## src/rtl/axis_64to32_strb_tuser.sv

```systemverilog
// axis_64to32_strb_tuser
// Serialises a 64-bit AXI-Stream carrying TSTRB/TUSER into a 32-bit AXI-Stream.
// Each packet starts with its TUSER as a 32-bit header word. After that, every
// beat is sent as its low 32-bit word and then its high 32-bit word.
// A half beat (TSTRB[7:4]==0) sends only its low word.
// A header-only first beat (TSTRB==0) sends only the header word.
//
// Ports
//   AXIS_ACLK, AXIS_ARESETN      clock; asynchronous active-low reset
//   S_AXIS_T{VALID,READY,DATA,STRB,LAST,USER}   64-bit input stream
//   M_AXIS_T{VALID,READY,DATA,LAST}             32-bit output stream
//   STRB_ERR                     sticky strobe-error flag. This port exists only
//                                when AXIS_64TO32_STRB_ERR_EN is defined.
//
// Optional feature macro: AXIS_64TO32_STRB_ERR_EN
module axis_64to32_strb_tuser (
  input  logic        AXIS_ACLK,
  input  logic        AXIS_ARESETN,
  input  logic        S_AXIS_TVALID,
  output logic        S_AXIS_TREADY,
  input  logic [63:0] S_AXIS_TDATA,
  input  logic [7:0]  S_AXIS_TSTRB,
  input  logic        S_AXIS_TLAST,
  input  logic [31:0] S_AXIS_TUSER,
  output logic        M_AXIS_TVALID,
  input  logic        M_AXIS_TREADY,
  output logic [31:0] M_AXIS_TDATA,
  output logic        M_AXIS_TLAST
`ifdef AXIS_64TO32_STRB_ERR_EN
  ,
  output logic        STRB_ERR
`endif
);

  typedef enum logic [1:0] {StIdle, StHdr, StLsb, StMsb} state_e;

  state_e      state_q, state_d;
  logic [63:0] data_q;
  logic [31:0] tuser_q;
  logic        half_q, zero_q, last_q, full_q, sof_q;

  logic        final_word, m_xfr, final_xfr, s_xfr;
  logic        new_half, new_zero;
  logic [63:0] src_data;
  logic [31:0] src_tuser;
  logic        src_half, src_zero, src_last;
  logic        tvalid_d, tlast_d;
  logic [31:0] tdata_d;

  // Is the word currently on the output the last one this held beat produces?
  always_comb begin
    final_word = 1'b0;
    case (state_q)
      StHdr:   final_word = zero_q;
      StLsb:   final_word = half_q;
      StMsb:   final_word = 1'b1;
      default: final_word = 1'b0;
    endcase
  end

  assign m_xfr     = M_AXIS_TVALID & M_AXIS_TREADY;
  assign final_xfr = m_xfr & final_word;
  // The register can refill on the same edge that its final word leaves.
  assign S_AXIS_TREADY = AXIS_ARESETN & (~full_q | final_xfr);
  assign s_xfr     = S_AXIS_TVALID & S_AXIS_TREADY;

  // A zero strobe on a non-sof beat decodes as half, because its upper nibble is also zero.
  assign new_half = (S_AXIS_TSTRB[7:4] == 4'h0);
  assign new_zero = sof_q & (S_AXIS_TSTRB == 8'h00);

  // Take the next output word from the incoming beat when one is accepted, otherwise from the held beat.
  assign src_data  = s_xfr ? S_AXIS_TDATA : data_q;
  assign src_tuser = (s_xfr & sof_q) ? S_AXIS_TUSER : tuser_q;
  assign src_half  = s_xfr ? new_half : half_q;
  assign src_zero  = s_xfr ? new_zero : zero_q;
  assign src_last  = s_xfr ? S_AXIS_TLAST : last_q;

  always_comb begin
    state_d = state_q;
    if (s_xfr) begin
      state_d = sof_q ? StHdr : StLsb;
    end else if (final_xfr) begin
      state_d = StIdle;
    end else if (m_xfr) begin
      state_d = (state_q == StHdr) ? StLsb : StMsb;
    end
  end

  always_comb begin
    tvalid_d = 1'b1;
    tdata_d  = 32'h0;
    tlast_d  = 1'b0;
    case (state_d)
      StHdr: begin
        tdata_d = src_tuser;
        tlast_d = src_last & src_zero;
      end
      StLsb: begin
        tdata_d = src_data[31:0];
        tlast_d = src_last & src_half;
      end
      StMsb: begin
        tdata_d = src_data[63:32];
        tlast_d = src_last;
      end
      default: tvalid_d = 1'b0;
    endcase
  end

`ifdef AXIS_64TO32_STRB_ERR_EN
  logic strb_bad;
  always_comb begin
    strb_bad = 1'b0;
    if (!(S_AXIS_TSTRB == 8'hff || S_AXIS_TSTRB == 8'h0f || S_AXIS_TSTRB == 8'h00)) begin
      strb_bad = 1'b1;
    end
    if (S_AXIS_TSTRB == 8'h00 && !sof_q) begin
      strb_bad = 1'b1;
    end
    if ((S_AXIS_TSTRB == 8'h0f || S_AXIS_TSTRB == 8'h00) && !S_AXIS_TLAST) begin
      strb_bad = 1'b1;
    end
  end

  always_ff @(posedge AXIS_ACLK or negedge AXIS_ARESETN) begin
    if (!AXIS_ARESETN) begin
      STRB_ERR <= 1'b0;
    end else if (s_xfr && strb_bad) begin
      STRB_ERR <= 1'b1;
    end
  end
`endif

  always_ff @(posedge AXIS_ACLK or negedge AXIS_ARESETN) begin
    if (!AXIS_ARESETN) begin
      state_q       <= StIdle;
      data_q        <= 64'h0;
      tuser_q       <= 32'h0;
      half_q        <= 1'b0;
      zero_q        <= 1'b0;
      last_q        <= 1'b0;
      full_q        <= 1'b0;
      sof_q         <= 1'b1;
      M_AXIS_TVALID <= 1'b0;
      M_AXIS_TDATA  <= 32'h0;
      M_AXIS_TLAST  <= 1'b0;
    end else begin
      state_q       <= state_d;
      M_AXIS_TVALID <= tvalid_d;
      M_AXIS_TDATA  <= tdata_d;
      M_AXIS_TLAST  <= tlast_d;
      if (s_xfr) begin
        data_q <= S_AXIS_TDATA;
        if (sof_q) begin
          tuser_q <= S_AXIS_TUSER;
        end
        half_q <= new_half;
        zero_q <= new_zero;
        last_q <= S_AXIS_TLAST;
        full_q <= 1'b1;
        sof_q  <= S_AXIS_TLAST;
      end else if (final_xfr) begin
        full_q <= 1'b0;
      end
    end
  end

endmodule

```

## config.mk

```make
export PLATFORM = sky130hd
export DESIGN_NAME = axis_64to32_strb_tuser
export DESIGN_NICKNAME = d
export VERILOG_FILES = /design/src/rtl/axis_64to32_strb_tuser.sv
export SDC_FILE = /design/constraint.sdc
export NUM_CORES = 1
export LEC_CHECK = 0
export BUFFER_PORTS_ARGS = -buffer_cell sky130_fd_sc_hd__clkbuf_2
export CAP_MARGIN = 20
export CORE_MARGIN = 1.5
export CORE_UTILIZATION = 53
export DETAILED_ROUTE_END_ITERATION = 8
export PLACE_DENSITY_LB_ADDON = 0.12
export SETUP_SLACK_MARGIN = 0.1
export SYNTH_ARGS = -nofsm -noshare
export SYNTH_HDL_FRONTEND = slang
export SYNTH_SLANG_ARGS = --single-unit
```

## constraint.sdc

```tcl
create_clock -name AXIS_ACLK -period 3.5 [get_ports AXIS_ACLK]
set_input_delay 1.05 -clock AXIS_ACLK [delete_from_list [all_inputs] [get_ports AXIS_ACLK]]
set_output_delay 1.05 -clock AXIS_ACLK [all_outputs]
set_load 0.005 [all_outputs]
```

* Yosys cells after proc, flatten, opt, wreduce, memory -nomap -nowiden
Index checks and enable logic that the tools add are counted.
Storage, ports and cells: output and inout bits 35, input port bits 109, register bits 137
Cells by class: equal/unequal tests 6, bitwise logic cells 10, reduce and logical (&&, ||, !) cells 5, mux-type cells 16
Operators by type and width (number):
- 32-bit one-hot mux with 3 select lines | 1
- 64-bit two-way mux | 1
- 32-bit two-way mux | 1
- 1-bit bitwise AND | 8
- 2-bit equality test (second input constant) | 4
- 8-bit logical NOT | 1
- 2-bit two-way mux | 4
- 1-bit two-way mux | 7
- 1-bit one-hot mux with 3 select lines | 2
- 2-bit by 1-bit equality test with 1-bit output (second input constant) | 2
- 4-bit logical NOT | 1
- 3-bit OR reduction | 1
- 2-bit AND reduction | 1
- 2-bit nonzero test | 1
- 1-bit NOT | 1
- 1-bit OR | 1

* Longest topological paths before layout
word-level depth 10, mapped depth 15, mapped depth without buffers 10

* Worst setup path after synthesis
Ideal clock, no wire load.
path type input port to flip-flop, start input M_AXIS_TREADY, end register M_AXIS_TDATA[0], library setup time 66 ps, setup slack -286 ps, cell stages on the path 15, arrival 3719 ps, path buffers 5, cell sequence nand2_1 -> a21o_1 -> or2_2 -> clkbuf_1 -> clkbuf_1 -> a21boi_0 -> inv_1 -> ha_1 -> nor2b_1 -> clkbuf_1 -> clkbuf_1 -> clkbuf_1 -> nand2_1 -> mux2i_1 -> a221o_1
On the way: longest elaborated chain between the ends 8, elaborated cells between the ends (all ways) 15
RTL lines:
- start: declaration | line 26 | input logic M_AXIS_TREADY,
- 1-bit bitwise AND * | line 61 | assign m_xfr = M_AXIS_TVALID & M_AXIS_TREADY;
- 1-bit bitwise AND | line 62 | assign final_xfr = m_xfr & final_word;
- 1-bit OR | line 64 | assign S_AXIS_TREADY = AXIS_ARESETN & (~full_q | final_xfr);
- 1-bit bitwise AND | line 64
- 1-bit bitwise AND | line 65 | assign s_xfr = S_AXIS_TVALID & S_AXIS_TREADY;
- 2-bit two-way mux * | line 80 | if (s_xfr) begin
- via state_d[1] | line 37 | state_e state_q, state_d;
- 2-bit equality test / 2-bit by 1-bit equality test with 1-bit output (equally long branches) | line 93 | case (state_d)
- 32-bit one-hot mux with 3 select lines * | line 93
- via tdata_d[0] | line 48 | logic [31:0] tdata_d;
- end signal: assignment | line 150 | M_AXIS_TDATA <= tdata_d;
- end: declaration | line 27 | output logic [31:0] M_AXIS_TDATA,
Mark *: on every way through the listed nets, which the timed path passes. The rest lies on a longest branch. A chain may end at the register's enable or synchronous reset.

* Worst setup path in the final report
start input M_AXIS_TREADY, end register M_AXIS_TDATA[14]
The elaborated chain is that of the path after synthesis.

==> results.md <==
- Main synth FF type: dfrtp_1
- # fillers: 829
- IO Count: 144
- FMAX: 0.3096 GHz
- Setup TNS: 0 ps
- Via count: 4,209
- CTS Hold Bufs: 0
- Setup crit end kind: flop
- Clk sinks: 137
- Antenna violations before repair: 0
- WHS Endpoint: data_q[26]$_DFF_PN0_
- Leak Pwr: 3.793 nW
- Synth area leaders: dfrtp_1 (57%), nand2_1 (11%), mux2_4 (7.0%)
- Global-route wire length before repair: 20,880 um
- Non-filler cells, final: 805
- Worst Path Class, Setup: primary input to flop
- Final ANT Viol Nets: 0
- Number of flops mapped to enable cells by yosys: 0
- Final setup violation count: 0
- DR iter-0 viols: 187
- Initial cell density of the core: 54.76%
- Pin count of the biggest net entering global routing: 99
- H-tree depth: 4
- Die footprint: 11,950 um2
- Synth Cell Area: 5988 um2
- Clock tree buffer depth: 2
- PwrDens: 956.0 nW/um2
- DRC viols: 0
- Routed wire per std cell: 16.39 um
- Final GP Congestion: 0.7773
- Unrepaired setup endpoints after global routing: no
- I/O Buffers: 143
- CTS tree: done
- FF-to-FF path depth: 9
- Tmin final: 3230 ps
- Syn Nets: 623
- Total track usage: 23.39%
- Overflow after GRT: 0
- Slew @ Worst Pin: 907.1 ps
- Post-synthesis cell count: 510
- R2R Path End: M_AXIS_TDATA[14]$_DFF_PN0_
- Worst Hold Class: flop to flop
- Synth top area share: 56.83%
- Fin. Hold Viols: 0
- Status: finished, final reports clean
- Die Ht: 109.3 um
- Layout cells sized above 1: 39.85%
- Core footprint: 10,940 um2
- Num CTS Buffers: 17
- FF-to-FF setup slack: 600 ps
- CTS resizes: 0
- Tcrit/Tclk final: 92.29%
- Post CTS Setup Buffer Count: 0
- Clk root buf: clkbuf_16
- Worst-path fanout max: 32
- Yosys top cell by area: dfrtp_1
- Die Wd: 109.3 um
- Post-synth ARST share: 100.0%
- Yosys reg bits: 137
- Clock Skews: 13.19 ps
- Placed cells: 772
- Final Max Slew Viols: 0
- Average size of a mapped cell: 11.74 um2
- Number of global-route vias before repair: 4,338
- Worst hold start: data_q[26]$_DFF_PN0_
- DR vias/cell: 5.229
- Insertion delay to the later sink of the worst-skew pair: 410 ps
- Critical Path Start Type: primary input
- Maximum vdd ir drop: 0.4944 mV
- Register area share after synthesis: 57.27%
- FP Rows: 38
- Pre-Repair DR Iteration Count: 5
- Worst Path Required: 3840 ps
- P&R area growth vs syn: 25.07%
- Worst hold stages: 2
- Post-Route WL: 13,200 um
- Diode count: 0
- Fin util: 68.49%
- Max-Cap Viols: 0
- Synthesis Warnings: 0
- CP arrival: 3570 ps
- DP HPWL: 8479 um
- Max-slew headroom: 39.40%
- Distinct cell type count of the synthesized netlist: 35
- Post-layout nets: 765
- Clock edge transition at the registers on the reported setup and hold paths: 60 ps
- Reg-to-Reg Start: M_AXIS_TVALID$_DFF_PN0_
[kinds of logic (layout without fill, tap and decap cells)]
| group | Yosys count | count (layout) | share of synthesized area (%) |
|---|---|---|---|
| multiplexers | 97 | 97 | 19.33 |
| flip-flops | 137 | 137 | 57.27 |
| AND/OR/NAND/NOR | 191 | 192 | 12.68 |
| adder cells (fa/ha/maj) | 4 | 4 | 0.8358 |
| AO/OA/AOI/OAI | 44 | 44 | 6.582 |
| buffers and inverters | 37 | 191 | 3.301 |
[stage by stage]
stage	setup slack [ps]	power, mW	cell area [um2]	hold slack (ps)
floorplan	102.7	4.592	6046	445.5
global placement	-46.30	5.260	6888	457.1
detailed placement	-109.0	5.395	6888	462.6
CTS	289.6	7.180	7481	476.2
global route	131.0	7.636	7490	499.1
finish	269.9	7.160	7490	472.8
[cells in the mapped netlist (3+ instances only)]
cell and n:
a21oi_1 4, a221o_1 32, buf_1 4, buf_2 6, clkbuf_1 19, dfrtp_1 136
ha_1 4, inv_1 3, mux2_2 37, mux2_4 28, mux2i_1 32, nand2_1 174
nor2_1 3, nor2b_1 3
[registers in the layout, summed over array words and instances (netlist names)]
name / cells
sof_q: 1
M_AXIS_TDATA: 32
data_q: 64
last_q: 1
tuser_q: 32
state_q: 2
zero_q: 1
M_AXIS_TVALID: 1
M_AXIS_TLAST: 1
full_q: 1
half_q: 1
[metal layers]
| metal | GRT usage (%) | wire [um] | share of wire (%) |
|---|---|---|---|
| met1 | 31.14 | 5958 | 45 |
| met4 | 7.050 | 107 | 0.81 |
| met5 | 0 | 0 | 0 |
| met3 | 6.283 | 821 | 6.2 |
| met2 | 37.72 | 6307 | 48 |
[where the power goes]
group          switching [mW]  total (mW)  internal (mW)
clock                   0.655        1.76           1.10
sequential              0.267        2.60           2.34
combinational            1.41        2.80           1.39
total                    2.33        7.16           4.83
[placed cells by master, fill, tap and decap left out, types with 4 or more instances in the layout]
cell type,instances
dfrtp_1,136
mux2i_1,32
a221o_1,32
mux2_4,28
mux2_2,37
clkbuf_16,17
nand2_1,174
clkbuf_2,142
buf_4,10
clkinvlp_4,4
a21oi_1,4
[worst max-delay path, cell delays in order]
cell and delay [ps]:
clkbuf_2 90, nand2_1 90, a21o_1 200, or3b_2 510
buf_4 160, a21boi_4 140, inv_1 110, ha_1 160
nor2b_4 740, a221o_1 300
[worst max path at each step]
stage                             start                         end  slack [ps]
after CTS                 M_AXIS_TREADY  M_AXIS_TDATA[11]$_DFF_PN0_         290
after global routing      M_AXIS_TREADY   M_AXIS_TDATA[2]$_DFF_PN0_         130
after global placement    M_AXIS_TREADY  M_AXIS_TDATA[10]$_DFF_PN0_         -50
after floorplan           M_AXIS_TREADY  M_AXIS_TDATA[11]$_DFF_PN0_         100
after detailed placement  M_AXIS_TREADY  M_AXIS_TDATA[12]$_DFF_PN0_        -110
final                     M_AXIS_TREADY  M_AXIS_TDATA[14]$_DFF_PN0_         270
[final cells by class]
class	count	area (um2)	share of cell area, %
Inverter	3	11.26	0.1504
Sequential cell	137	3430	45.79
Timing Repair Buffer	156	857.1	11.44
Clock buffer	21	470.5	6.281
Multi-Input combinational cell	337	2424	32.36
Tap cell	140	175.2	2.339
Clock inverter	11	122.6	1.637
(Power assumes the default switching activity.)
